==> config.mk <==
export PLATFORM = sky130hd
export DESIGN_NAME = mult8_rr_scheduler
export DESIGN_NICKNAME = d
export VERILOG_FILES = /design/src/rtl/mult_sched_pkg.sv /design/src/rtl/rr_arbiter.sv /design/src/rtl/russian_peasant_modified_unsigned_multiplier_8.sv /design/src/rtl/mult8_rr_scheduler.sv
export SDC_FILE = /design/constraint.sdc
export NUM_CORES = 1
export LEC_CHECK = 0
export CAP_MARGIN = 15
export CORE_AREA = 2 2 124 126
export CTS_CLUSTER_SIZE = 16
export DETAILED_ROUTE_END_ITERATION = 7
export DIE_AREA = 0 0 126 128
export PLACE_DENSITY = 0.77
export SLEW_MARGIN = 0
export SYNTH_ARGS = -nofsm -noshare
export SYNTH_HDL_FRONTEND = slang
export SYNTH_SLANG_ARGS = --single-unit
==> constraint.sdc <==
create_clock -name clk -period 18.55 [get_ports clk]
set_input_delay 3.71 -clock clk [delete_from_list [all_inputs] [get_ports clk]]
set_output_delay 3.71 -clock clk [all_outputs]
set_load 0.01 [all_outputs]
==> src/rtl/mult_sched_pkg.sv <==
// Shared widths, the id-width helper and the stage-1 record used by the
// shared 8x8 multiplier scheduler.
package mult_sched_pkg;

   localparam int OP_W     = 8;
   localparam int PROD_W   = 16;
   // Requester count never exceeds 8, so a 3-bit id field covers every build.
   localparam int MAX_ID_W = 3;

   function automatic int ID_W(input int num_req);
      return $clog2(num_req);
   endfunction

   typedef struct packed {
      logic                valid;
      logic [MAX_ID_W-1:0] id;
      logic [OP_W-1:0]     a;
      logic [OP_W-1:0]     b;
   } s1_rec_t;

endpackage

==> src/rtl/rr_arbiter.sv <==
// Round-robin arbiter: grants the first eligible requester found when
// searching upward from ptr+1 (wrapping), producing a one-hot grant and
// the matching binary index.
module rr_arbiter
   import mult_sched_pkg::*;
#(
   parameter int NUM_REQ = 4,
   parameter int ID_BITS = ID_W(NUM_REQ)
)
(
   input  logic [NUM_REQ-1:0] elig,
   input  logic [ID_BITS-1:0] ptr,
   output logic [NUM_REQ-1:0] grant,
   output logic [ID_BITS-1:0] grant_idx
);

   // Rotating priority search; the first hit after ptr wins.
   always_comb begin
      logic               found;
      logic [ID_BITS-1:0] idx;
      grant     = '0;
      grant_idx = '0;
      found     = 1'b0;
      idx       = '0;
      for (int k = 1; k <= NUM_REQ; k++) begin
         idx = ID_BITS'((int'(ptr) + k) % NUM_REQ);
         if (!found && elig[idx]) begin
            found      = 1'b1;
            grant[idx] = 1'b1;
            grant_idx  = idx;
         end
      end
   end

endmodule

==> src/rtl/russian_peasant_modified_unsigned_multiplier_8.sv <==
// Combinational 8x8 unsigned multiplier built as an unrolled
// halve-and-double (Russian peasant) shift-add; full 16-bit product.
module russian_peasant_modified_unsigned_multiplier_8 (
   output logic [15:0] product,
   input  logic [7:0]  A,
   input  logic [7:0]  B
);

   // Add the doubled multiplicand whenever the halved multiplier is odd.
   always_comb begin
      logic [15:0] acc;
      logic [15:0] dbl;
      logic [7:0]  half;
      acc  = '0;
      dbl  = {8'd0, A};
      half = B;
      for (int k = 0; k < 8; k++) begin
         if (half[0]) begin
            acc = acc + dbl;
         end
         dbl  = dbl << 1;
         half = half >> 1;
      end
      product = acc;
   end

endmodule

==> src/rtl/mult8_rr_scheduler.sv <==
// Shares one combinational 8x8 multiplier among NUM_REQ requesters with
// round-robin arbitration, one transaction in flight per requester, an
// operand register in front of the multiplier and per-requester response
// registers behind it.
module mult8_rr_scheduler
   import mult_sched_pkg::*;
#(
   parameter int NUM_REQ = 4
)
(
   input  logic                       clk,
   input  logic                       rst_n,
   input  logic [NUM_REQ-1:0]         req_valid,
   output logic [NUM_REQ-1:0]         req_ready,
   input  logic [OP_W*NUM_REQ-1:0]    req_a,
   input  logic [OP_W*NUM_REQ-1:0]    req_b,
   output logic [NUM_REQ-1:0]         rsp_valid,
   input  logic [NUM_REQ-1:0]         rsp_ready,
   output logic [PROD_W*NUM_REQ-1:0]  rsp_product,
   output logic                       busy
);

   localparam int IW = ID_W(NUM_REQ);

   logic [NUM_REQ-1:0] pending;
   logic [NUM_REQ-1:0] elig;
   logic [NUM_REQ-1:0] grant;
   logic [NUM_REQ-1:0] rsp_fire;
   logic [IW-1:0]      ptr;
   logic [IW-1:0]      grant_idx;
   logic [OP_W-1:0]    sel_a;
   logic [OP_W-1:0]    sel_b;
   logic [PROD_W-1:0]  product;
   s1_rec_t            s1;

   // Only registered pending gates eligibility, so a response handshake
   // and a new accept for the same requester never share a cycle.
   assign elig     = req_valid & ~pending;
   assign rsp_fire = rsp_valid & rsp_ready;

   rr_arbiter #(
      .NUM_REQ (NUM_REQ),
      .ID_BITS (IW)
   ) u_arb (
      .elig      (elig),
      .ptr       (ptr),
      .grant     (grant),
      .grant_idx (grant_idx)
   );

   // Ready is masked while reset is held so nothing looks accepted then.
   assign req_ready = grant & {NUM_REQ{rst_n}};
   assign busy      = s1.valid | (|pending);

   // Select the granted requester's operands for the stage-1 register.
   always_comb begin
      sel_a = '0;
      sel_b = '0;
      for (int i = 0; i < NUM_REQ; i++) begin
         if (grant[i]) begin
            sel_a = sel_a | req_a[OP_W*i +: OP_W];
            sel_b = sel_b | req_b[OP_W*i +: OP_W];
         end
      end
   end

   russian_peasant_modified_unsigned_multiplier_8 u_mult (
      .product (product),
      .A       (s1.a),
      .B       (s1.b)
   );

   // Stage-1 operand register and round-robin pointer; ptr moves only on
   // a grant so requester 0 leads after reset.
   always_ff @(posedge clk or negedge rst_n) begin
      if (!rst_n) begin
         ptr <= IW'(NUM_REQ - 1);
         s1  <= '0;
      end else if (|req_ready) begin
         ptr      <= grant_idx;
         s1.valid <= 1'b1;
         s1.id    <= MAX_ID_W'(grant_idx);
         s1.a     <= sel_a;
         s1.b     <= sel_b;
      end else begin
         s1.valid <= 1'b0;
      end
   end

   // Per-requester in-flight flag, response flag and held product; the
   // product register keeps its value after the handshake.
   always_ff @(posedge clk or negedge rst_n) begin
      if (!rst_n) begin
         pending     <= '0;
         rsp_valid   <= '0;
         rsp_product <= '0;
      end else begin
         for (int i = 0; i < NUM_REQ; i++) begin
            if (req_ready[i]) begin
               pending[i] <= 1'b1;
            end else if (rsp_fire[i]) begin
               pending[i] <= 1'b0;
            end
            if (s1.valid && (s1.id == MAX_ID_W'(i))) begin
               rsp_valid[i]                      <= 1'b1;
               rsp_product[PROD_W*i +: PROD_W]   <= product;
            end else if (rsp_fire[i]) begin
               rsp_valid[i] <= 1'b0;
            end
         end
      end
   end

endmodule

==> results by group <==
STA
  – Final setup vio count: 0
  – Setup Skew: 11.5 ps
  – Hold_ws: 478 ps
  – Max-slew headroom: 30.2%
  – Fin crit period: 10190 ps
  – Pin slew with the least headroom to its limit: 1040 ps
  – Period utilization: 55.0%
  – Slew Limit Fails: 0
  – RSZ-0062 raised after global routing: false
  – Setup TNS: 0 ps
  – Max frequency: 0.0981 GHz
  – Fin. Hold Viols: 0

Logic synthesis
  – Post-synth EDFFs: 0
  – Syn_nets: 994
  – Primary FF master, synth: dfrtp_1
  – Synthesized instance count: 847
  – Synthesis Warnings: 0
  – Post-synthesis cell area: 0.00726 mm2
  – Distinct cells, synth: 73
  – Ys async rst share: 100%
  – Synthesized area per cell: 8.57 um2
  – Post-synthesis sequential area ratio: 32.1%
  – Seq cells post-synth: 93

Global routing
  – Vias in the first global route: 6798
  – Global-route wire length before repair: 33.9 mm
  – Initial antenna violation count: 0
  – Largest net degree at the start of global routing: 53
  – GRT Total Usage: 26.2%
  – Gr ovfl total: 0

Clock tree
  – Clock sinks: 93
  – CTS Hold Bufs: 0
  – Post-cts resize count: 0
  – CTS tree: built
  – Clock buffer depth: 2
  – Num CTS Buffers: 9
  – Post CTS Setup Buffer Count: 0
  – Clk slew on worst S/H paths: 60 ps
  – H-tree depth: 3
  – Clk root buf: clkbuf_16
  – Worst-skew pair later-pin latency: 360 ps

Layout
  – Most common cell after layout, fill and taps aside: clkdlybuf4s50_1
  – Final Cell Area: 0.00914 mm2
  – Most frequent cells in the layout: clkdlybuf4s50_1, nand2_1, o21ai_0, dfrtp_1, ha_1
  – P&R area growth vs syn: 26.0%
  – Nets: 1125
  – Ant diodes: 0
  – Layout cells sized above 1: 5.49%
  – Non-filler cells, final: 1171

Routing
  – Via count: 6822
  – Final ANT Viol Nets: 0
  – Drt drc: 0
  – Initial DRC count: 411
  – Routed wire length: 20.5 mm
  – Routed wire length per instance: 17.5 um
  – Via density: 5.83
  – TritonRoute pass-1 iters: 5

Die
  – Die ar.: 0.0161 mm2
  – Die Span Y: 128 um
  – Die X: 126 um
  – CORE AREA: 0.0149 mm2
  – Ports: 147
  – Row cnt: 45
  – Starting Density: 48.8%

Power
  – Switch share: 48.8%
  – Tot Pwr: 1890 uW
  – Pwr dens: 206 mW/mm2
  – Internal power: 966 uW
  – Peak VDD IR: 132 uV
  – Power share of the combinational group: 69.4%
  – Net switching power figure: 919 uW
  – Sequential power share: 21.0%
  – Clock Power Share: 9.6%
  – Pleak: 0.00409 uW

Critical path
  – Required time of the critical path: 14840 ps
  – Worst Path Arrival: 6480 ps
  – CP startpoint kind: primary input
  – Nature of the critical path endpoint: primary output
  – CP Max Fanout: 18
  – Setup Crit Path Kind: primary input to primary output

Placed design
  – Gp weighted congestion: 0.887
  – Placed cell count: 1155
  – DPL Wire Length: 15.8 mm
  – Buffers on Ports: 146
  – Dpl cell area: 0.00885 mm2

Hold path
  – Hold Path Class: flip-flop to flip-flop

Outcome
  – Outcome: completed

Run
  – Max-cap viol count: 0
-- state kept, by name, indices dropped and copies added, names as in the netlist --
| name | flops |
|---|---|
| pending | 4 |
| rsp_valid | 4 |
| rsp_product | 64 |
| ptr | 2 |
| s1 | 19 |
-- layout make-up --
class	count	area [um2]
fill	1330	5720
sequential	93	2330
timing repair buffer	154	1520
clock buffer	9	225
multi-input combinational	675	4600
clock inverter	7	67.6
inverter	45	169
tap	188	235
-- critical path: stages --
cell             delay [ps]
clkdlybuf4s50_1         470
nor2b_1                 420
mux4_2                  470
nor3_4                   80
a222oi_1                330
o21ai_2                  90
buf_4                   230
and2_1                  190
clkdlybuf4s50_1         480
-- final timing paths --
| kind | from | endpoint | slack, ps | depth (start not counted) |
|---|---|---|---|---|
| setup reg to reg | s1[9] | rsp_product[31] | 8990 | 41 |
| min in group asynchronous | rst_n | rsp_valid[3] | 3380 | 1 |
| hold / removal | rsp_product[41] | rsp_product[41] | 480 | 2 |
| max in group asynchronous | rst_n | rsp_product[15] | 14110 | 2 |
| hold reg to reg | rsp_product[41] | rsp_product[41] | 480 | 2 |
| setup / recovery | req_valid[3] | req_ready[1] | 8360 | 9 |
-- metal layers --
layer  vias to the layer above  global-route usage (%)  part of all wire (%)
li1                       3336                       -                     -
met1                      3242                    33.9                    45
met2                       209                    44.6                    48
met3                        35                    4.22                   4.5
met4                         0                    9.89                   2.9
met5                         -                       0                     0
-- cell usage after synthesis (all sizes together) (3+ instances only) --
library cell	number	area share [%]
o31ai	7	0.72
a211oi	7	0.72
a22o	17	2.1
nand2	119	6.2
a21o	20	2.1
clkbuf	21	1.1
nor3	12	0.98
o2111ai	6	0.72
nand3	13	0.90
mux2	5	0.78
and2	13	1.1
dfrtp	91	31
xnor2	16	1.9
or3	3	0.26
mux4	3	0.93
nor2	51	2.6
buf	13	1.1
o21bai	5	0.52
nand3b	4	0.41
inv	44	2.3
ha	66	11
o41ai	6	0.98
a222oi	4	0.55
o21ai	106	7.6
nor3b	5	0.52
and3	4	0.34
fa	7	1.9
xor2	10	1.2
nand2b	13	1.1
a221oi	16	1.9
o211ai	3	0.31
o31a	3	0.36
nor2b	13	1.2
mux2i	12	1.7
a21oi	54	3.7
or2	4	0.34
a31oi	10	0.86
o21a	11	1.1
-- through the flow --
stage | util [%] | worst slack [ps]
after detailed placement | 59.5 | 8390
after global placement | 59.5 | 8460
after global routing | 61.5 | 8070
after floorplan | - | 9240
after CTS | 61.5 | 8390
final | 61.5 | 8360
-- cell families after synthesis --
logic type	synth area share [%]
xor+xnor	3.14
buf+inv	4.55
mux	3.36
fa+ha+maj	13.3
flops	32.1
compound gates	26.4
simple gates	17.1
-- power groups by stage --
stage | sequential [uW] | clock (uW) | combinational (uW)
2_1_floorplan | 380 | 0 | 919
3_3_place_gp | 395 | 0 | 1270
5_1_grt | 409 | 192 | 1460
4_1_cts | 394 | 183 | 1310
3_5_place_dp | 397 | 0 | 1300
6_report | 395 | 181 | 1310
Note: power is estimated with default switching activity, not from simulation.
